==> src/rtl/mux2_arbiter.sv <==
// Two-requester round-robin arbiter driving a shared 2:1 mux, with a
// REQ/GNT/DONE handshake and a bounded hold time per grant.
module mux2_arbiter #(
    parameter int unsigned N       = 32,
    parameter int unsigned TIMEOUT = 16
) (
    input  logic         i_clock,
    input  logic         i_reset,
    input  logic         i_req0,
    input  logic         i_req1,
    input  logic         i_done0,
    input  logic         i_done1,
    input  logic [N-1:0] i_d0,
    input  logic [N-1:0] i_d1,
    output logic         o_gnt0,
    output logic         o_gnt1,
    output logic         o_sel,
    output logic [N-1:0] o_y,
    output logic         o_busy,
    output logic         o_timeout_err
);

    localparam int unsigned CW = (TIMEOUT == 0) ? 1 : $clog2(TIMEOUT + 1);
    localparam logic [CW-1:0] CNT_LIMIT = CW'(TIMEOUT - 1);
    localparam logic [CW-1:0] CNT_MAX   = '1;

    typedef enum logic [1:0] {
        StIdle,
        StOwn0,
        StOwn1
    } state_e;

    state_e        r_state, w_state_d;
    logic [CW-1:0] r_cnt, w_cnt_d;
    logic          r_last, w_last_d;
    logic          r_sel, w_sel_d;
    logic          r_err, w_err_d;
    logic          w_limit;
    logic          w_rel0;
    logic          w_rel1;

    assign w_limit = (TIMEOUT != 0) && (r_cnt == CNT_LIMIT);
    assign w_rel0  = i_done0 | ~i_req0 | w_limit;
    assign w_rel1  = i_done1 | ~i_req1 | w_limit;

    always_comb begin
        w_state_d = r_state;
        w_cnt_d   = r_cnt;
        w_last_d  = r_last;
        w_sel_d   = r_sel;
        w_err_d   = 1'b0;

        unique case (r_state)
            StIdle: begin
                // Under contention the requester that did not own last wins.
                if (i_req0 && (!i_req1 || r_last)) begin
                    w_state_d = StOwn0;
                end else if (i_req1) begin
                    w_state_d = StOwn1;
                end
            end
            StOwn0: begin
                if (w_rel0) begin
                    w_err_d   = w_limit & ~i_done0 & i_req0;
                    w_state_d = i_req1 ? StOwn1 : StIdle;
                end else if (r_cnt != CNT_MAX) begin
                    w_cnt_d = r_cnt + CW'(1);
                end
            end
            StOwn1: begin
                if (w_rel1) begin
                    w_err_d   = w_limit & ~i_done1 & i_req1;
                    w_state_d = i_req0 ? StOwn0 : StIdle;
                end else if (r_cnt != CNT_MAX) begin
                    w_cnt_d = r_cnt + CW'(1);
                end
            end
            default: w_state_d = StIdle;
        endcase

        if (w_state_d == StOwn0 && r_state != StOwn0) begin
            w_last_d = 1'b0;
            w_cnt_d  = '0;
        end
        if (w_state_d == StOwn1 && r_state != StOwn1) begin
            w_last_d = 1'b1;
            w_cnt_d  = '0;
        end

        if (w_state_d == StOwn0) begin
            w_sel_d = 1'b0;
        end else if (w_state_d == StOwn1) begin
            w_sel_d = 1'b1;
        end
    end

    always_ff @(posedge i_clock) begin
        if (!i_reset) begin
            r_state <= StIdle;
            r_cnt   <= '0;
            r_last  <= 1'b1;
            r_sel   <= 1'b0;
            r_err   <= 1'b0;
        end else begin
            r_state <= w_state_d;
            r_cnt   <= w_cnt_d;
            r_last  <= w_last_d;
            r_sel   <= w_sel_d;
            r_err   <= w_err_d;
        end
    end

    assign o_gnt0        = (r_state == StOwn0);
    assign o_gnt1        = (r_state == StOwn1);
    assign o_busy        = o_gnt0 | o_gnt1;
    assign o_sel         = r_sel;
    assign o_timeout_err = r_err;
    assign o_y           = r_sel ? i_d1 : i_d0;

endmodule

==> config.mk <==
export PLATFORM = sky130hd
export DESIGN_NAME = mux2_arbiter
export DESIGN_NICKNAME = d
export VERILOG_FILES = /design/src/rtl/mux2_arbiter.sv
export SDC_FILE = /design/constraint.sdc
export NUM_CORES = 1
export LEC_CHECK = 0
export ABC_AREA = 1
export CAP_MARGIN = 20
export CORE_MARGIN = 3
export CORE_UTILIZATION = 32
export DETAILED_ROUTE_END_ITERATION = 12
export PLACE_DENSITY = 0.95
export SYNTH_ARGS = -nofsm -noshare
export SYNTH_HDL_FRONTEND = slang
export SYNTH_SLANG_ARGS = --single-unit
==> constraint.sdc <==
create_clock -name i_clock -period 3.75 [get_ports i_clock]
set_input_delay 0.75 -clock i_clock [delete_from_list [all_inputs] [get_ports i_clock]]
set_output_delay 0.75 -clock i_clock [all_outputs]
set_load 0.03 [all_outputs]
==> metrics.csv, run 1 <==
stage;metric;value;unit
timing;timing.final.ws_setup;823;ps
place;io_buffers;106;
critical_path;worstSetupPathType;register to output port;
timing;relSlewSlack;0.374;
place;dp_hpwl;3600;microns
clock_network;cts_setup_buffers;0;
critical_path;r2r-start;r_cnt[0]$_SDFFE_PP0P_;
place;place.gp.congestion;0.829;
timing;finalSetupTns;0;ps
finish;syn2layout_area_growth;102;%
yosys;synth_area_leader_cell;nand2_1;
timing;max_freq;0.342;GHz
timing;setup-violations-final;0;
detailed_routing;drt_iter0_markers;71;
global_route;grtUsageTotal;0.197;
power_and_ir_drop;p_per_area;313;nW/um^2
hold_path;hp-class;register to register;
yosys;ys_ff_latch;10;
outcome;status;complete, no violations;
critical_path;r2r_setup_slack;1760;ps
global_route;grt_max_degree;34;
clock_network;insertion_delay;270;ps
critical_path;r2r_cells;12;
yosys;synthArstFlopShare;0;
detailed_routing;firstDrtPassIters;4;
yosys;synth-edff-count;0;
yosys;synthTopCellsByArea;nand2_1 (40%), dfxtp_1 (18%), ha_1 (8.0%);
place;dpl.cell_count;346;
yosys;ys_warn_count;0;
timing;drv_slew;0;
critical_path;cp_max_fo;33;
clock_network;h-tree-depth;1;
clock_network;clk_pin_slew;60;ps
critical_path;worstSetupEndpointType;output port;
yosys;synth_area;1100;sq um
yosys;synth_cells;202;
critical_path;path_cells;inv_1, nand2_1, nand2_1, clkdlybuf4s50_1;
finish;fin_cells;349;
die;fp.dieH;64.7;microns
clock_network;cts_buffers;3;
timing;fin_skew;6.43;ps
finish;final_nets;384;
global_route;grt_pass1_wl;6620;microns
timing;finalCritPeriodShare;0.780;
clock_network;hold_buffers;0;
die;core-area;3180;sq um
yosys;synth.top_cell.area_share;0.402;
yosys;synth_ff_type;dfxtp_1;
global_route;gr-total-overflow;0;
timing;rsz0062_at_grt;false;
clock_network;post_cts_resized;0;
finish;diodes;0;
critical_path;critical-path-max-stage-delay;680;ps
place;place_area;2200;sq um
critical_path;cp-start-kind;register;
clock_network;cts_buffer_depth;2;
hold_path;min_path_cells;2;
critical_path;slowest_stage;inv_1;
critical_path;timing.rr.end;r_cnt[0]$_SDFFE_PP0P_;
die;boundaryPins;107;
detailed_routing;via_count;1563;
yosys;synthesis.nets;279;
place;place_ws;925;ps
hold_path;holdPathEnd;r_last$_SDFFE_PP1P_;
finish;drive_above_1_share;0.0557;
critical_path;crit_arrival;2180;ps
power_and_ir_drop;ir_drop;0.000160;V
yosys;synth.avg_cell_area;5.45;sq um
clock_network;clkSinkCount;10;
global_route;grt_pass1_vias;1535;
finish;nFillCells;282;
die;die_area;4180;sq um
yosys;synth_cell_types;23;
power_and_ir_drop;cellLeakagePower;0.00106;uW
critical_path;path_common_cell;nand2_1;
run;drv_cap;0;
clock_network;tritoncts;done;
yosys;synth_top_cells_by_count;nand2_1 (118), inv_1 (20), dfxtp_1 (10), nor2_1 (10), nand3_1 (9);
die;fp-row-count;20;
yosys;ys_seq_area_frac;0.182;
clock_network;cts_root_buffer;clkbuf_4;
detailed_routing;drc;0;
hold_path;hold_path_startpoint;r_last$_SDFFE_PP1P_;
global_route;grt_antenna_before_repair;0;
detailed_routing;via_per_inst;4.48;
timing;period_needed;2930;ps
yosys;synth_most_common_cell;nand2_1;
finish;fin_util;0.699;
die;initial_core_util;0.346;
critical_path;critPathRequiredTime;3000;ps
die;dieWidth;64.7;microns
timing;worst_slew_pin_slew;938;ps
detailed_routing;wire_per_inst;12.1;microns
finish;design_area;2220;sq um
detailed_routing;wl;4220;microns
detailed_routing;drtAntennaViolNets;0;
timing;hold_viol;0;
cell usage in the layout, fill, tap and decap left out, types with 2 or more instances in the layout:
cell	n
nor2_1	10
nand2_1	118
dfxtp_1	10
nand4_1	2
ha_1	7
clkdlybuf4s50_1	106
clkbuf_4	3
nand3_1	9
nand3_2	5
inv_1	20
cells by family after synthesis:
family | count (synthesis) | share of synthesized area
flops | 10 | 0.182
buf+inv | 28 | 0.0955
compound gates | 6 | 0.0466
xor+xnor | 3 | 0.0307
simple gates | 148 | 0.566
fa+ha+maj | 7 | 0.0795
final cells by class:
| type | instances | area (sq um) | share of cell area |
|---|---|---|---|
| clock buffers | 3 | 22.5 | 0.0101 |
| inverters | 21 | 78.8 | 0.0355 |
| multi-input cells | 164 | 796 | 0.358 |
| flip-flops and latches | 10 | 200 | 0.0901 |
| well taps | 44 | 55.1 | 0.0248 |
| repair buffers | 107 | 1070 | 0.481 |
sequential cells by signal, indices dropped and copies added, names as in the netlist:
name and count:
r_last 1, r_state 2, o_sel 1, o_timeout_err 1
r_cnt 5
routing by layer:
metal  share of wire  global-route usage  vias to the layer above
met3           0.074              0.0537                        9
li1                -                   -                      817
met2            0.53               0.392                       65
met5               0                   0                        -
met4           0.022              0.0686                        0
met1            0.37               0.191                      672
worst max-delay path by stage:
stage | start | to | slack, ps | cells after the start
finish | o_sel$_SDFFE_PP0N_ | o_y[25] | 820 | 4
global route | o_sel$_SDFFE_PP0N_ | o_y[23] | 670 | 4
CTS | o_sel$_SDFFE_PP0N_ | o_y[17] | 790 | 4
detailed placement | i_d1[17] | o_y[17] | 920 | 4
global placement | i_d0[0] | o_y[0] | 970 | 4
floorplan | o_sel$_SDFFE_PP0N_ | o_y[0] | 1720 | 4
through the flow:
step	hold slack, ps	total power [uW]
finish	492	695
CTS	489	700
global placement	467	614
global route	513	741
detailed placement	474	625
floorplan	429	402
power breakdown:
group	internal [uW]	switching, uW	total [uW]
clock network	37.1	36.6	73.7
logic	216	280	496
registers	116	8.94	125
worst max-delay path: cells and delay by family, from the launching register on:
family	cells	cell delay, ps
buf+inv	2	1350
flops	1	310
simple gates	2	260
Power figures use the tool's default switching activity.
==> run 2: changes to the inputs <==
- CORE_UTILIZATION: 32 -> 30
- PLACE_DENSITY: 0.95 -> 0.92
- clock period: 3.75 -> 2.77 ns (I/O delays scaled with it)
==> run 2 against run 1 <==
Against the previous run:
- die area rose by 6.0%
- clock-buffer cell count rose by 1
- sequential share of layout area fell by 0.17 points
- worst hold slack got worse by 28 ps
- clock power rose by 150%
- clock skew fell by 4.5 ps
- final area rose by 1.9%
- worst setup slack got worse by 450 ps
- routed wire length fell by 4.6%
- critical path depth did not move
- critical path type is now input port to output port
- critical endpoint is now o_y[30]
- largest power group unchanged
- highest routed layer unchanged
==> metrics.csv, run 2 (synthesis gave the netlist of run 1 again) <==
stage;metric;value;unit
power_and_ir_drop;p_per_area;451;nW/um^2
clock_network;h-tree-depth;1;
run;drv_cap;0;
outcome;status;complete, no violations;
timing;worst_slew_pin_slew;342;ps
timing;finalCritPeriodShare;0.867;
die;initial_core_util;0.320;
detailed_routing;wl;4020;microns
place;io_buffers;106;
finish;drive_above_1_share;0.0619;
timing;max_freq;0.417;GHz
critical_path;critPathRequiredTime;2220;ps
power_and_ir_drop;seqPwrFrac;0.167;
finish;largest_reg_flops;5;
clock_network;hold_buffers;0;
critical_path;worstSetupEndpointType;output port;
power_and_ir_drop;cellLeakagePower;0.00108;uW
timing;hold_viol;0;
detailed_routing;drc;0;
clock_network;insertion_delay;230;ps
place;dp_hpwl;3310;microns
detailed_routing;wl_met3;268;microns
detailed_routing;firstDrtPassIters;4;
detailed_routing;drt_iter0_markers;45;
global_route;grt_pass1_wl;5920;microns
die;dieWidth;66.6;microns
finish;final_common_cell;nand2_1;
global_route;gr-total-overflow;0;
global_route;grt_max_degree;34;
detailed_routing;wirelength_met1;1520;microns
timing;finalSetupTns;0;ps
timing;relSlewSlack;0.771;
power_and_ir_drop;ir_drop;0.000280;V
die;fp-row-count;21;
finish;final_nets;385;
power_and_ir_drop;combPwrFrac;0.654;
die;die_area;4430;sq um
finish;largest-register;r_cnt;
die;fp.dieH;66.6;microns
detailed_routing;via_per_inst;4.34;
power_and_ir_drop;switchingPower;443;uW
timing;period_needed;2400;ps
finish;most-common-layout-cells;nand2_1 (118), clkdlybuf4s50_1 (106), inv_1 (20);
timing;fin_skew;1.92;ps
clock_network;clk_pin_slew;50;ps
timing;drv_slew;0;
clock_network;cts_buffer_depth;2;
timing;setup-violations-final;0;
finish;reg.largest.list;r_cnt: 5 flops, r_state: 2 flops;
clock_network;tritoncts;done;
finish;nFillCells;284;
die;boundaryPins;107;
power_and_ir_drop;power.internal;577;uW
detailed_routing;drtAntennaViolNets;0;
timing;rsz0062_at_grt;false;
power_and_ir_drop;p_clk_frac;0.178;
critical_path;worstSetupPathType;input port to output port;
global_route;grtUsageTotal;0.170;
clock_network;cts_buffers;3;
clock_network;clkSinkCount;10;
die;core-area;3440;sq um
detailed_routing;dr_wl_met2;2160;microns
place;place.gp.congestion;0.742;
finish;diodes;0;
power_and_ir_drop;switching_share;0.434;
hold_path;hp-class;register to register;
clock_network;cts_root_buffer;clkbuf_8;
global_route;grt_antenna_before_repair;0;
global_route;grt_pass1_vias;1347;
detailed_routing;via_count;1531;
detailed_routing;wire_per_inst;11.4;microns
critical_path;r2r_setup_slack;780;ps
detailed_routing;topRoutingLayerUsed;met4;
timing;hold-worst-slack;464;ps
critical_path;cp-start-kind;input port;
clock_network;post_cts_resized;0;
clock_network;cts_setup_buffers;0;
finish;syn2layout_area_growth;106;%
critical_path;cp_max_fo;1;
critical_path;crit_arrival;1850;ps
[run 2: cell type report]
cell class | count | area [sq um] | share of cell area
Clock buffer | 4 | 55.1 | 0.0243
Inverter | 21 | 78.8 | 0.0348
Multi-Input combinational cell | 164 | 796 | 0.352
Sequential cell | 10 | 200 | 0.0884
Tap cell | 46 | 57.6 | 0.0254
Timing Repair Buffer | 108 | 1080 | 0.475
[run 2: metal layers]
layer	vias up	global-route usage
met4	0	0.0508
li1	821	-
met3	8	0.0388
met2	50	0.325
met5	-	0
met1	652	0.182
[run 2: power by group through the flow]
| stage | combinational [uW] | clock, uW | sequential (uW) |
|---|---|---|---|
| final | 667 | 182 | 171 |
| after global routing | 720 | 196 | 172 |
| after CTS | 672 | 186 | 170 |
| after detailed placement | 670 | 0 | 173 |
| after global placement | 662 | 0 | 172 |
| after floorplan | 371 | 0 | 173 |
[run 2: final timing paths]
path,start,end,cells past startpoint
min reg2reg,o_sel$_SDFFE_PP0N_,o_sel$_SDFFE_PP0N_,2
max,i_d1[30],o_y[30],4
min,o_sel$_SDFFE_PP0N_,o_sel$_SDFFE_PP0N_,2
max reg2reg,r_cnt[0]$_SDFFE_PP0P_,r_cnt[4]$_SDFFE_PP0P_,12
[run 2: stage by stage]
stage | setup WS, ps | utilization | instances | cell area [sq um] | total power (uW)
after CTS | 343 | 0.658 | 353 | 2260 | 1030
after detailed placement | 358 | 0.642 | 349 | 2210 | 842
final | 369 | 0.658 | 353 | 2260 | 1020
after floorplan | 938 | - | 202 | 1100 | 545
after global placement | 394 | 0.642 | 349 | 2210 | 834
after global routing | 314 | 0.658 | 353 | 2260 | 1090
[run 2: worst max-delay path, cell delays in order]
cell             delay (ps)
clkdlybuf4s50_1         480
nand2_1                  70
nand2_1                  80
clkdlybuf4s50_1         660
==> patch, RTL diff (settings of run 2) <==
Encoding of `state_e`: now one-hot (3 bits for 3 states).
--- a/src/rtl/mux2_arbiter.sv
+++ b/src/rtl/mux2_arbiter.sv
@@ -24,10 +24,10 @@
     localparam logic [CW-1:0] CNT_LIMIT = CW'(TIMEOUT - 1);
     localparam logic [CW-1:0] CNT_MAX   = '1;
 
-    typedef enum logic [1:0] {
-        StIdle,
-        StOwn0,
-        StOwn1
+    typedef enum logic [2:0] {
+        StIdle = 3'b001,
+        StOwn0 = 3'b010,
+        StOwn1 = 3'b100
     } state_e;
 
     state_e        r_state, w_state_d;
Formal check against the unedited RTL: same outputs for any inputs over 10 cycles, from zero or initial values and one cycle with i_reset low; not proved beyond that.
==> patch against run 2 <==
  * Total power down 12%
  * First-iteration DRC count grew 82%
  * Largest cell class unchanged
  * Critical path type unchanged
  * Area after synthesis rose by 0.34%
  * Sequential cell count up 1
  * Routed wire length rose by 11%
  * Cell area is 0.28% higher
  * Worst setup slack got worse by 23 ps
==> patch: results (changes against run 2) <==
[grt]
first_global_vias = 1315  ; -2.4%
grt_first_pass_wirelength_um = 6396  ; +8.0%
grtUsageTotal_pct = 19.60  ; +2.6 points
gr-usage-met2_pct = 35.02  ; +2.5 points
met3_usage_pct = 7.589  ; +3.7 points
grtUsageMet1_pct = 20.10  ; +1.9 points
antenna_found_initial = 0  ; unchanged

[drt]
met3_length_um = 376  ; +40%
drt_iter0_drc = 82  ; +82%
routedLengthMet1_um = 1511  ; -0.72%
routed-wl-met2_um = 2472  ; +15%
finalWirelength_um = 4463  ; +11%
wl_per_cell_um = 14.98  ; +31%

[yosys]
synth.top_cells.by_area = mux2_2, dfxtp_1, nand2_1
synth.area.mux_share_pct = 32.62  ; +33 points
yosys.area_share.xor_xnor_pct = 1.586  ; -1.5 points
yosys-top-cells-count = mux2_2, nand2_1, inv_1
ys_types = 26  ; +13%
synth_compound_area_share_pct = 4.190  ; -0.47 points
syn_inst = 145  ; -28%
synthAdderAreaFrac_pct = 4.530  ; -3.4 points
syn_nets = 219  ; -22%

[sta]
hold_ws_ps = 444.8  ; -18.98 ps
finalClockSkew_ps = 4.237  ; +2.315 ps
setup_slack_ps = 346.5  ; -22.84 ps

[power_and_ir_drop]
peakVddDrop_v = 0.0002426  ; -13%
p_sw_w = 0.0003440  ; -22%
powerSeq_w = 0.000184  ; +8%
p_leak_nw = 0.9391  ; -13%
power_density_nw_per_um2 = 397.1  ; -12%
combinationalPower_w = 0.000557  ; -16%

[critical_path]
r2r_setup_slack_ps = 830  ; +50 ps
worstRegToRegCells = 10  ; -2
arrival_ps = 1870  ; +20 ps

[final_layout]
final_layout_size_suffix_gt1_share_pct = 19.44  ; +13 points
fin_nets = 327  ; -15%

[placed_design]
place.gp.congestion = 0.8547  ; +15%
place_inst = 294  ; -16%

[min_path]
min_to = r_last$_SDFFE_PP1P_
min-delay-start = r_last$_SDFFE_PP1P_

[outcome]
outcome = complete, no violations

patch: changes by cell type after synthesis, sizes merged, moves of 2 or more:
cell	run 2	this run
nand3b	0	3
buf	0	3
inv	21	18
mux2	0	32
clkbuf	7	1
nor2	12	14
nand2	120	33
ha	7	4
patch: how the worst max path moves through the flow:
stage | startpoint | to | depth (start not counted)
after CTS | i_d0[12] | o_y[12] | 3
after global placement | i_d0[29] | o_y[29] | 3
after floorplan | o_sel$_SDFFE_PP0N_ | o_y[10] | 3
after detailed placement | i_d0[12] | o_y[12] | 3
after global routing | i_d1[23] | o_y[23] | 3
final | i_d1[29] | o_y[29] | 3
patch: layout make-up:
class,count,area (um^2)
timing repair buffer,107,1081
fill,295,1172
inverter,18,67.56
sequential,11,220.2
multi-input combinational,112,798.3
tap,46,57.56
clock buffer,4,45.04
patch: worst max-delay path, stage by stage:
cell and delay (ps):
clkdlybuf4s50_1 460, mux2_2 150, clkdlybuf4s50_1 700
